<file path="src/rtl/chnl_tx_framer.sv">
// chnl_tx_framer: record framer in front of chnl_tx (32-bit words).
//
// Each input record goes out as its payload words, then zero pad words, then one
// trailer word. Every framed record is a whole multiple of CHNL_ALIGN words, so
// chnl_tx idle-flushes and aligned transfers always carry complete records.
//
// Trailer layout: [31:24] tag, [23:16] seq, [15] trunc, [14:0] n (payload word count).
// A record is closed by i_last, or forcibly once MAX_WORDS words have been taken
// (trunc=1 if i_last was not set on that word).
//
// Optional feature macro: CHNL_TX_FRAMER_CSUM_EN
//   defined   : tag is the XOR fold of every byte of every payload word of the record
//   undefined : tag is the MAGIC parameter; no checksum logic is built
//
// Ports:
//   clk     in   clock
//   rst     in   asynchronous active-high reset
//   i_val   in   input word valid
//   i_rdy   out  input word accepted when i_val && i_rdy
//   i_data  in   payload word [31:0]
//   i_last  in   final word of the record (sampled only on accept)
//   o_val   out  output word valid (registered)
//   o_rdy   in   downstream ready
//   o_data  out  framed word [31:0] (registered)
//   o_busy  out  record open: payload accepted, trailer not yet issued
module chnl_tx_framer #(
  parameter int unsigned CHNL_ALIGN = 4,
  parameter int unsigned MAX_WORDS  = 1024,
  parameter logic [7:0]  MAGIC      = 8'hA5
) (
  input  logic        clk,
  input  logic        rst,
  input  logic        i_val,
  output logic        i_rdy,
  input  logic [31:0] i_data,
  input  logic        i_last,
  output logic        o_val,
  input  logic        o_rdy,
  output logic [31:0] o_data,
  output logic        o_busy
);

  localparam logic [15:0] CaW   = 16'(CHNL_ALIGN);
  localparam logic [15:0] MaxW  = 16'(MAX_WORDS);

  typedef enum logic [1:0] {
    StPayload = 2'd0,
    StPad     = 2'd1,
    StTrailer = 2'd2
  } state_e;

  state_e      state_q, state_d;
  logic [14:0] cnt_q, cnt_d;
  logic [15:0] pad_q, pad_d;
  logic [7:0]  seq_q, seq_d;
  logic        trunc_q, trunc_d;
  logic        busy_q, busy_d;
  logic        o_val_q, o_val_d;
  logic [31:0] o_data_q, o_data_d;

  logic        free;
  logic [15:0] n_next;
  logic [15:0] pad_calc;
  logic [7:0]  tag;

`ifdef CHNL_TX_FRAMER_CSUM_EN
  logic [7:0] csum_q, csum_d;
  assign tag = csum_q;
`else
  assign tag = MAGIC;
`endif

  // The output register may take a new word when it is empty or being drained.
  assign free   = !o_val_q || o_rdy;
  assign n_next = {1'b0, cnt_q} + 16'd1;

  // Pad so that payload + trailer is a multiple of CHNL_ALIGN.
  always_comb begin
    pad_calc = (CaW - ((n_next + 16'd1) % CaW)) % CaW;
  end

  always_comb begin
    state_d  = state_q;
    cnt_d    = cnt_q;
    pad_d    = pad_q;
    seq_d    = seq_q;
    trunc_d  = trunc_q;
    busy_d   = busy_q;
    o_val_d  = o_val_q && !o_rdy;
    o_data_d = o_data_q;
    i_rdy    = 1'b0;
`ifdef CHNL_TX_FRAMER_CSUM_EN
    csum_d   = csum_q;
`endif

    unique case (state_q)
      StPayload: begin
        i_rdy = free;
        if (i_val && free) begin
          o_val_d  = 1'b1;
          o_data_d = i_data;
          cnt_d    = n_next[14:0];
          busy_d   = 1'b1;
`ifdef CHNL_TX_FRAMER_CSUM_EN
          csum_d   = csum_q ^ i_data[31:24] ^ i_data[23:16] ^ i_data[15:8] ^ i_data[7:0];
`endif
          if (i_last || (n_next == MaxW)) begin
            trunc_d = !i_last;
            pad_d   = pad_calc;
            state_d = (pad_calc != 16'd0) ? StPad : StTrailer;
          end
        end
      end

      StPad: begin
        if (free) begin
          o_val_d  = 1'b1;
          o_data_d = 32'h0;
          pad_d    = pad_q - 16'd1;
          if (pad_q == 16'd1) begin
            state_d = StTrailer;
          end
        end
      end

      StTrailer: begin
        if (free) begin
          o_val_d  = 1'b1;
          o_data_d = {tag, seq_q, trunc_q, cnt_q};
          seq_d    = seq_q + 8'd1;
          cnt_d    = 15'd0;
          trunc_d  = 1'b0;
          busy_d   = 1'b0;
          state_d  = StPayload;
`ifdef CHNL_TX_FRAMER_CSUM_EN
          csum_d   = 8'h00;
`endif
        end
      end

      default: begin
        state_d = StPayload;
      end
    endcase
  end

  always_ff @(posedge clk or posedge rst) begin
    if (rst) begin
      state_q  <= StPayload;
      cnt_q    <= 15'd0;
      pad_q    <= 16'd0;
      seq_q    <= 8'd0;
      trunc_q  <= 1'b0;
      busy_q   <= 1'b0;
      o_val_q  <= 1'b0;
      o_data_q <= 32'h0;
    end else begin
      state_q  <= state_d;
      cnt_q    <= cnt_d;
      pad_q    <= pad_d;
      seq_q    <= seq_d;
      trunc_q  <= trunc_d;
      busy_q   <= busy_d;
      o_val_q  <= o_val_d;
      o_data_q <= o_data_d;
    end
  end

`ifdef CHNL_TX_FRAMER_CSUM_EN
  always_ff @(posedge clk or posedge rst) begin
    if (rst) begin
      csum_q <= 8'h00;
    end else begin
      csum_q <= csum_d;
    end
  end
`endif

  assign o_val  = o_val_q;
  assign o_data = o_data_q;
  assign o_busy = busy_q;

endmodule

</file>
<file path="config.mk">
export PLATFORM = sky130hd
export DESIGN_NAME = chnl_tx_framer
export DESIGN_NICKNAME = d
export VERILOG_FILES = /design/src/rtl/chnl_tx_framer.sv
export SDC_FILE = /design/constraint.sdc
export NUM_CORES = 1
export LEC_CHECK = 0
export BUFFER_PORTS_ARGS = -buffer_cell sky130_fd_sc_hd__buf_4
export CAP_MARGIN = 20
export CORE_MARGIN = 2
export CORE_UTILIZATION = 25
export CTS_CLUSTER_DIAMETER = 40
export DETAILED_ROUTE_END_ITERATION = 8
export SYNTH_ARGS = -nofsm -noshare
export SYNTH_HDL_FRONTEND = slang
export SYNTH_SLANG_ARGS = --single-unit
</file>
<file path="constraint.sdc">
create_clock -name clk -period 2.7 [get_ports clk]
set_input_delay 0.405 -clock clk [delete_from_list [all_inputs] [get_ports clk]]
set_output_delay 0.405 -clock clk [all_outputs]
set_load 0.1 [all_outputs]
</file>
==> qor.yml, run 1 <==
run_status:
  status: "finished clean"
cells_and_area:
  multiInputGateArea_um2: 1950
  instances_no_fill: 742
  fill_cells: 1656
  syn2layout_area_growth_pct: 27.5
  drive_above_1_share_pct: 21.9
  nets: 567
  seq_area_um2: 1900
  diodes: 0
timing:
  fmax_ghz: 0.395
  fin_crit_sh_pct: 93.8
  fin_crit_ns: 2.53
  worstMarginPinSlew_ns: 0.780
  finalSetupViolCount: 0
  relSlewSlack_pct: 47.9
  drv_slew: 0
  clock_skew_ns: 0.00517
  holdWs_ns: 0.121
  hold_violations: 0
critical_path:
  arrival_ns: 2.81
  max_stage_delay_ns: 0.50
  crit_buf_inv: 1
  path_cells: "and3_1 > nand4_1 > a2111oi_4 > a31oi_4 > buf_4 > nor4b_1 > a211o_1"
  cp_slowest_cell: "a2111oi_4"
  crit_type: "reg -> reg"
  worstPathRequired_ns: 2.98
  start_kind: "flip-flop"
  crit_family: "simple AND/OR/NAND/NOR gates"
  crit_path_end_kind: "flip-flop"
  crit_fanout: 15
clock_tree:
  cts.path.max_buffers: 2
  clk_pin_slew_ns: 0.06
  h-tree-depth: 3
  cts_made_buffers: 9
  cts_tree: "built"
  root_buffer: "clkbuf_16"
  numClockSinks: 76
  worstSkewPairLatency_ns: 0.34
  cts-resized-gates: 0
global_routing:
  grt_use_total_pct: 11.9
  grt_pass1_wl_um: 16800
  overflow: 0
  grt_pass1_vias: 3389
  grt_antenna_before_repair: 0
  grt_max_degree: 65
logic_synthesis:
  synth-seq-cells: 76
  synth_top_area_share_pct: 47.0
  synth_edf_count: 0
  yosys_warnings: 0
  syn_nets: 495
  yosysTopAreaCell: "dfrtp_1"
  synth-main-ff-cell: "dfrtp_1"
  synth_area_leaders: "dfrtp_1 47%, a21oi_1 7.3%, nor2_1 4.7%"
  netlist_area_um2: 4050
  yosysSeqAreaShare_pct: 47.0
  synthCells: 449
  postSynthAreaPerCell_um2: 9.01
  postSynth.asyncResetShare_pct: 100
  ys_types: 49
floorplan:
  dieWidth_um: 131
  rows: 46
  num_io_pins: 72
  die_area_um2: 17200
  core_um2: 15800
  initial_core_util_pct: 25.6
  die_height_um: 131
routing:
  vias_per_cell: 4.84
  drc_errors: 0
  drt-pass1-iter-count: 5
  wl_per_cell_um: 13.6
  drt_iter0_markers: 239
  antenna_left: 0
  via_count: 3594
  routed_wl_um: 10100
worst_hold_path:
  hold_class: "in -> async"
placement:
  dp.cells: 724
  place.gp.congestion: 0.895
  numPortBuffers: 71
  hpwl_um: 7110
run:
  maxCapViolations: 0
cells in the mapped netlist (2+ instances only):
library cell / n
a22oi_1: 9
or3_1: 3
mux2i_1: 3
dfrtp_1: 76
mux2_2: 3
nand3_1: 19
a31oi_1: 5
or4_1: 2
a21oi_1: 59
xor2_1: 4
nor3_1: 9
and3_1: 21
inv_1: 15
nor2_1: 51
a22o_1: 8
nor4_1: 3
nand2_1: 28
buf_4: 3
nand4_1: 5
and2_1: 4
o21ai_0: 30
a211oi_1: 2
xnor2_1: 5
buf_2: 7
o31ai_1: 9
nand2b_1: 5
o41ai_1: 8
clkbuf_1: 20
ha_1: 9
o21ai_1: 5
area by class of cell:
class                           count  share of cell area, %
Clock inverter                      2                  0.194
Inverter                           16                   1.16
Multi-Input combinational cell    326                   37.8
Tap cell                          216                   5.24
Timing Repair Buffer               92                   13.9
Sequential cell                    76                   36.8
Clock buffer                       14                   4.92
worst paths after layout:
kind,cells past startpoint,slack (ns),start,endpoint
worst max-delay path,7,0.17,cnt_q[1]$_DFFE_PP0P_,pad_q[13]$_DFFE_PP0P_
worst min-delay path,2,0.12,rst,pad_q[14]$_DFFE_PP0P_
worst max register to register,7,0.17,cnt_q[1]$_DFFE_PP0P_,pad_q[13]$_DFFE_PP0P_
min in group clk,2,0.27,i_last,trunc_q$_DFFE_PP0P_
worst min register to register,1,0.46,seq_q[7]$_DFFE_PP0P_,seq_q[7]$_DFFE_PP0P_
max in group asynchronous,3,1.89,rst,cnt_q[6]$_DFFE_PP0P_
cell families (layout without fill, tap and decap cells):
kind of cell,after synthesis,after routing,share of synthesized area (%)
flops,76,76,47.0
xor+xnor,9,9,1.95
fa+ha+maj,9,9,2.78
buf+inv,47,124,5.04
mux,6,6,1.58
simple gates,158,158,19.4
compound gates,144,144,22.3
what timing repair did:
| action | in CTS | in global routing |
|---|---|---|
| hold endpoints to repair | 0 | 0 |
| setup endpoints to repair | 0 | 6 |
| buffers inserted | 0 | 2 |
| hold buffers | 0 | 0 |
cell usage in the layout, fill, tap and decap left out, types with 4 or more instances in the layout:
master and count:
o31ai_1 9, dfrtp_1 76, nor3_1 9, nand3_1 19
nand2b_1 5, a22o_1 8, clkbuf_1 4, nand4_1 5
nand2_1 28, o21ai_0 30, and3_1 21, inv_1 14
buf_4 90, a22oi_1 9, a31oi_1 5, clkbuf_16 9
nor2_1 50, o21ai_1 5, a21oi_1 59, and2_1 4
o41ai_1 8, xnor2_1 5, xor2_1 4, ha_1 9
state kept, by name (all words and copies together) (netlist names):
register,flops
cnt_q,15
o_busy,1
o_data,32
o_val,1
pad_q,16
seq_q,8
state_q,2
trunc_q,1
stage by stage:
stage / worst slack, ns / instance area [µm²] / utilization [%] / setup TNS (ns)
6_report: 0.167 / 5160 / 32.6 / 0
2_1_floorplan: 0.318 / 4050 / - / 0
5_1_grt: -0.0106 / 5160 / 32.6 / -0.0187
3_5_place_dp: 0.144 / 4880 / 30.8 / 0
3_3_place_gp: 0.243 / 4880 / 30.8 / 0
4_1_cts: 0.150 / 5150 / 32.5 / 0
per-layer routing:
| layer | wire length (µm) | track usage (%) | vias up |
|---|---|---|---|
| met5 | 0 | 0 | - |
| met2 | 4610 | 17.8 | 118 |
| met1 | 4790 | 16.0 | 1690 |
| li1 | - | - | 1772 |
| met4 | 148 | 4.83 | 0 |
| met3 | 557 | 3.67 | 14 |
Power of run 1 is left out: the tool's default activity adds up to more than one toggle a clock period on the data nets, which glitch-free logic cannot reach.
==> inputs of run 2 (changes only) <==
--- a/config.mk
+++ b/config.mk
@@ -7,10 +7,12 @@
 export LEC_CHECK = 0
 export BUFFER_PORTS_ARGS = -buffer_cell sky130_fd_sc_hd__buf_4
 export CAP_MARGIN = 20
+export CORE_ASPECT_RATIO = 1.25
 export CORE_MARGIN = 2
 export CORE_UTILIZATION = 25
 export CTS_CLUSTER_DIAMETER = 40
 export DETAILED_ROUTE_END_ITERATION = 8
+export GPL_TIMING_DRIVEN = 0
 export SYNTH_ARGS = -nofsm -noshare
 export SYNTH_HDL_FRONTEND = slang
 export SYNTH_SLANG_ARGS = --single-unit
==> qor.yml, run 2 (synthesis gave the netlist of run 1 again) <==
global_routing:
  grt_max_degree: 43  # -34%
  grt_pass1_wl_um: 18200  # +8.6%
  grt_antenna_before_repair: 0  # unchanged
  grt_pass1_vias: 3729  # +10%
  grt_use_total_pct: 12.8  # +0.90 points
  overflow: 0  # unchanged
floorplan:
  core_um2: 16000  # +1.1%
  die_area_um2: 17200  # about the same
  die_height_um: 146  # +11%
  num_io_pins: 72  # unchanged
  rows: 52  # +13%
  initial_core_util_pct: 25.3  # -0.28 points
  dieWidth_um: 118  # -10%
cells_and_area:
  largest_register_ffs: 32  # unchanged
  syn2layout_area_growth_pct: 28.4
  fin_util_pct: 32.5  # -0.14 points
  multiInputGateArea_um2: 1950  # -0.13%
  fill_cells: 1716  # +3.6%
  nets: 579  # +2.1%
  layout_common_cells: "75 x buf_4, 75 x dfrtp_1, 59 x a21oi_1"
  seq_area_um2: 1900  # about the same
  diodes: 0  # unchanged
  drive_above_1_share_pct: 21.2  # -0.67 points
timing:
  grt_setup_unrepaired: "no"
  fmax_ghz: 0.401  # +1.7%
  fin_crit_ns: 2.49  # -0.0426 ns
  fin_crit_sh_pct: 92.3  # -1.6 points
  worstMarginPinSlew_ns: 0.492  # -0.289 ns
  relSlewSlack_pct: 66.9  # +19 points
  finalSetupViolCount: 0  # unchanged
  clock_skew_ns: 0.00654  # +0.00137 ns
  drv_slew: 0  # unchanged
  hold_violations: 0  # unchanged
routing:
  drc_errors: 0  # unchanged
  via_count: 3731  # +3.8%
  antenna_left: 0  # unchanged
  wl_per_cell_um: 14.2  # +4.1%
  vias_per_cell: 4.95  # +2.2%
  routed_wl_um: 10700  # +5.7%
  drt_iter0_markers: 235  # -1.7%
  drt-pass1-iter-count: 5  # unchanged
placement:
  hpwl_um: 7860  # +11%
  place.gp.congestion: 0.861  # -3.8%
  numPortBuffers: 71  # unchanged
clock_tree:
  cts.path.max_buffers: 2  # unchanged
  h-tree-depth: 3  # unchanged
  worstSkewPairLatency_ns: 0.33  # about the same
  numClockSinks: 76  # unchanged
  root_buffer: "clkbuf_16"
  clk_pin_slew_ns: 0.06  # about the same
  cts_tree: "built"
  cts_made_buffers: 9  # unchanged
critical_path:
  arrival_ns: 2.70  # -0.11 ns
  crit_type: "reg -> reg"
  crit_fanout: 10  # -5
  worstPathRequired_ns: 2.91  # -0.07 ns
  cp_slowest_cell: "dfrtp_2"
  start_kind: "flip-flop"
  max_stage_delay_ns: 0.44  # -0.06 ns
  crit_buf_inv: 1  # unchanged
  path_cells: "ha_2 > nand3_1 > o31a_1 > a31oi_1 > a2111oi_4 > a31oi_4 > buf_6 > mux2i_1 > o21ai_1"
  reg2reg_depth: 9  # +2
  crit_family: "compound AO/OA/AOI/OAI gates"
  crit_path_end_kind: "flip-flop"
  critical_path_depth: 9  # +2
run:
  maxCapViolations: 0  # unchanged
run_status:
  status: "finished clean"
worst_hold_path:
  hold_class: "in -> async"
## run 2: cell types whose count changed in the layout (fill, tap and decap cells not counted), moves of 2 or more
cell,before,now
buf_4,90,75
clkbuf_1,4,19
buf_2,0,7
buf_12,2,0
## run 2: worst paths after layout
check	startpoint	to	slack (ns)
min in group clk	i_last	trunc_q$_DFFE_PP0P_	0.29
max in group asynchronous	rst	cnt_q[1]$_DFFE_PP0P_	2.02
worst min-delay path	rst	o_data[21]$_DFFE_PP0P_	0.1
worst max-delay path	cnt_q[1]$_DFFE_PP0P_	pad_q[11]$_DFFE_PP0P_	0.21
worst min register to register	seq_q[7]$_DFFE_PP0P_	seq_q[7]$_DFFE_PP0P_	0.48
worst max register to register	cnt_q[1]$_DFFE_PP0P_	pad_q[11]$_DFFE_PP0P_	0.21
## run 2: area by class of cell
cell class / instances / area share (%)
clock buffer: 10 / 4.60
sequential: 76 / 36.6
clock inverter: 6 / 1.20
buffer: 31 / 2.79
multi-input combinational: 326 / 37.5
inverter: 16 / 1.20
tap: 216 / 5.20
timing repair buffer: 73 / 10.9
## run 2: worst reg2reg max path: stages, from the launching register on
cell	delay, ns
dfrtp_2	0.44
ha_2	0.25
nand3_1	0.15
o31a_1	0.32
a31oi_1	0.27
a2111oi_4	0.08
a31oi_4	0.38
buf_6	0.21
mux2i_1	0.19
o21ai_1	0.08
## run 2: routing by layer
layer / vias to the layer above / routed length [µm] / track usage, %
met5: - / 0 / 0
met4: 0 / 69 / 4.04
met3: 9 / 570 / 3.44
met1: 1825 / 4580 / 15.2
met2: 110 / 5460 / 22.5
li1: 1787 / - / -
## run 2: stage by stage
step	area, µm²	std cells	setup TNS, ns	setup WS [ns]	hold slack, ns
finish	5200	754	0	0.209	0.0962
CTS	5180	753	0	0.0370	0.114
floorplan	4050	449	0	0.318	0.438
global placement	4850	736	-52.98	-0.702	0.454
detailed placement	4880	737	0	0.0130	0.470
global route	5200	754	0	0.0115	0.129
## run 2: repair_timing
| action | 4_1_cts | 5_1_grt |
|---|---|---|
| hold buffers | 0 | 0 |
| pin swaps | 0 | 3 |
| setup endpoints to repair | 2 | 47 |
| resized for setup | 1 | 3 |
| buffers inserted | 0 | 1 |
Power of run 2 is left out for the same reason.
==> inputs of run 3 (changes only) <==
--- a/config.mk
+++ b/config.mk
@@ -10,9 +10,10 @@
 export CORE_ASPECT_RATIO = 1.25
 export CORE_MARGIN = 2
 export CORE_UTILIZATION = 25
+export CTS_BUF_LIST = sky130_fd_sc_hd__clkbuf_2
 export CTS_CLUSTER_DIAMETER = 40
 export DETAILED_ROUTE_END_ITERATION = 8
-export GPL_TIMING_DRIVEN = 0
+export GPL_TIMING_DRIVEN = 1
 export SYNTH_ARGS = -nofsm -noshare
 export SYNTH_HDL_FRONTEND = slang
 export SYNTH_SLANG_ARGS = --single-unit
==> qor.yml, run 3 (synthesis gave the netlist of run 1 again) <==
clock_tree:
  clk_pin_slew_ns: 0.21  # +0.15 ns
  h-tree-depth: 3  # unchanged
  numClockSinks: 76  # unchanged
  cts_tree: "built"
  cts.path.max_buffers: 2  # unchanged
  worstSkewPairLatency_ns: 0.53  # +0.20 ns
  root_buffer: "clkbuf_2"
  cts_made_buffers: 9  # unchanged
critical_path:
  crit_fanout: 12  # +2
  start_kind: "flip-flop"
  cp_slowest_cell: "dfrtp_1"
  path_cells: "and3_1 > nand4_1 > mux2_2 > a2111oi_4 > a31oi_4 > o41ai_1 > a22o_1"
  regToRegStartpoint: "cnt_q[11]$_DFFE_PP0P_"
  worstPathRequired_ns: 3.19  # +0.28 ns
  crit_type: "reg -> reg"
  r2r_end: "pad_q[15]$_DFFE_PP0P_"
  crit_path_end_kind: "flip-flop"
  reg2reg_depth: 7  # -2
  rrSetupSlack_ns: 0.15  # -0.06 ns
  max_stage_delay_ns: 0.51  # +0.07 ns
  arrival_ns: 3.04  # +0.34 ns
placement:
  numPortBuffers: 71  # unchanged
  placed_area_um2: 4890  # +0.13%
  place.gp.congestion: 0.850  # -1.3%
  hpwl_um: 7200  # -8.3%
global_routing:
  overflow: 0  # unchanged
  grt_pass1_wl_um: 16800  # -7.6%
  grt_max_degree: 65  # +51%
  grt_antenna_before_repair: 0  # unchanged
  grt_pass1_vias: 3455  # -7.3%
  grt_use_total_pct: 11.9  # -0.89 points
floorplan:
  dieWidth_um: 118  # unchanged
  num_io_pins: 72  # unchanged
  core_um2: 16000  # unchanged
  initial_core_util_pct: 25.3  # unchanged
  die_height_um: 146  # unchanged
  die_area_um2: 17200  # unchanged
  rows: 52  # unchanged
routing:
  vias_per_cell: 4.80  # -3.0%
  drt_iter0_markers: 322  # +37%
  wl_per_cell_um: 13.6  # -4.0%
  drc_errors: 0  # unchanged
  antenna_left: 0  # unchanged
  routed_wl_um: 10100  # -5.5%
  via_count: 3563  # -4.5%
  drt-pass1-iter-count: 4  # -1
cells_and_area:
  diodes: 0  # unchanged
  final_common_cell: "buf_4"
  nets: 567  # -2.1%
  layout_common_cells: "87 x buf_4, 72 x dfrtp_1, 59 x a21oi_1"
  syn2layout_area_growth_pct: 24.5
  drive_above_1_share_pct: 23.0  # +1.8 points
  largest_register_ffs: 32  # unchanged
  finalInstanceArea_um2: 5040  # -3.1%
timing:
  clock_skew_ns: 0.0277  # +0.0212 ns
  holdWs_ns: 0.0613  # -0.0349 ns
  final.setup.tns_ns: 0  # unchanged
  worstMarginPinSlew_ns: 0.597  # +0.106 ns
  finalSetupViolCount: 0  # unchanged
  fin_crit_ns: 2.55  # +0.0609 ns
  fmax_ghz: 0.392  # -2.4%
  hold_violations: 0  # unchanged
  fin_crit_sh_pct: 94.5  # +2.3 points
  drv_slew: 0  # unchanged
  relSlewSlack_pct: 60.1  # -6.8 points
run:
  maxCapViolations: 0  # unchanged
run_status:
  status: "finished clean"
worst_hold_path:
  hold_class: "in -> reg"
  min_from: "i_last"
  hold_depth: 2
  min_to: "trunc_q$_DFFE_PP0P_"
==> run 3: changes by cell type in the layout (fill, tap and decap cells not counted), moves of 7 or more <==
cell       previous run  this run
buf_2                 7         0
clkbuf_1             19         0
buf_4                75        87
clkbuf_2              1        10
clkbuf_16             9         0
==> run 3: layout make-up <==
| type | instances | area (µm²) |
|---|---|---|
| inverter | 16 | 60.1 |
| multi-input combinational | 327 | 1970 |
| timing repair buffer | 91 | 723 |
| clock inverter | 6 | 55.1 |
| fill | 1678 | 11000 |
| sequential | 76 | 1910 |
| clock buffer | 10 | 50.0 |
| tap | 216 | 270 |
==> run 3: timing repair <==
item | CTS | global route
endpoints found under the setup margin | 0 | 11
hold endpoints to repair | 20 | 0
resized for setup | 0 | 6
hold buffers | 1 | 0
buffers inserted | 0 | 1
==> run 3: worst max path at each step <==
stage                          start                    end  slack, ns  depth (start not counted)
6_report       cnt_q[11]$_DFFE_PP0P_  pad_q[15]$_DFFE_PP0P_       0.15                          7
5_1_grt         cnt_q[8]$_DFFE_PP0P_  pad_q[15]$_DFFE_PP0P_      -0.01                          7
4_1_cts         cnt_q[3]$_DFFE_PP0P_  pad_q[12]$_DFFE_PP0P_       0.09                          7
3_5_place_dp    cnt_q[3]$_DFFE_PP0P_  pad_q[15]$_DFFE_PP0P_       0.10                          7
3_3_place_gp    cnt_q[3]$_DFFE_PP0P_   pad_q[1]$_DFFE_PP0P_       0.17                          8
2_1_floorplan        o_val$_DFF_PP0_                  i_rdy       0.32                          3
==> run 3: through the flow <==
step                worst slack [ns]  utilization, %  instances
floorplan                      0.318               -        449
global placement               0.174            30.5        723
detailed placement             0.104            30.5        723
CTS                           0.0853            31.3        740
global route                 -0.0134            31.5        742
finish                         0.148            31.5        742
==> run 3: metal layers <==
layer	part of all wire [%]	routed length (µm)	track usage, %	vias to the layer above
met1	45	4530	14.9	1686
met3	5.4	541	3.48	14
li1	-	-	-	1770
met2	48	4860	19.5	93
met5	0	0	0	-
met4	1.6	165	4.40	0
==> run 3: critical path: cells and delay by family, from the launching register on <==
kind	cells	cell delay, ns
AO/OA/AOI/OAI	4	1.27
flip-flops	1	0.51
multiplexers	1	0.38
AND/OR/NAND/NOR	2	0.36
Power of run 3 is left out for the same reason.
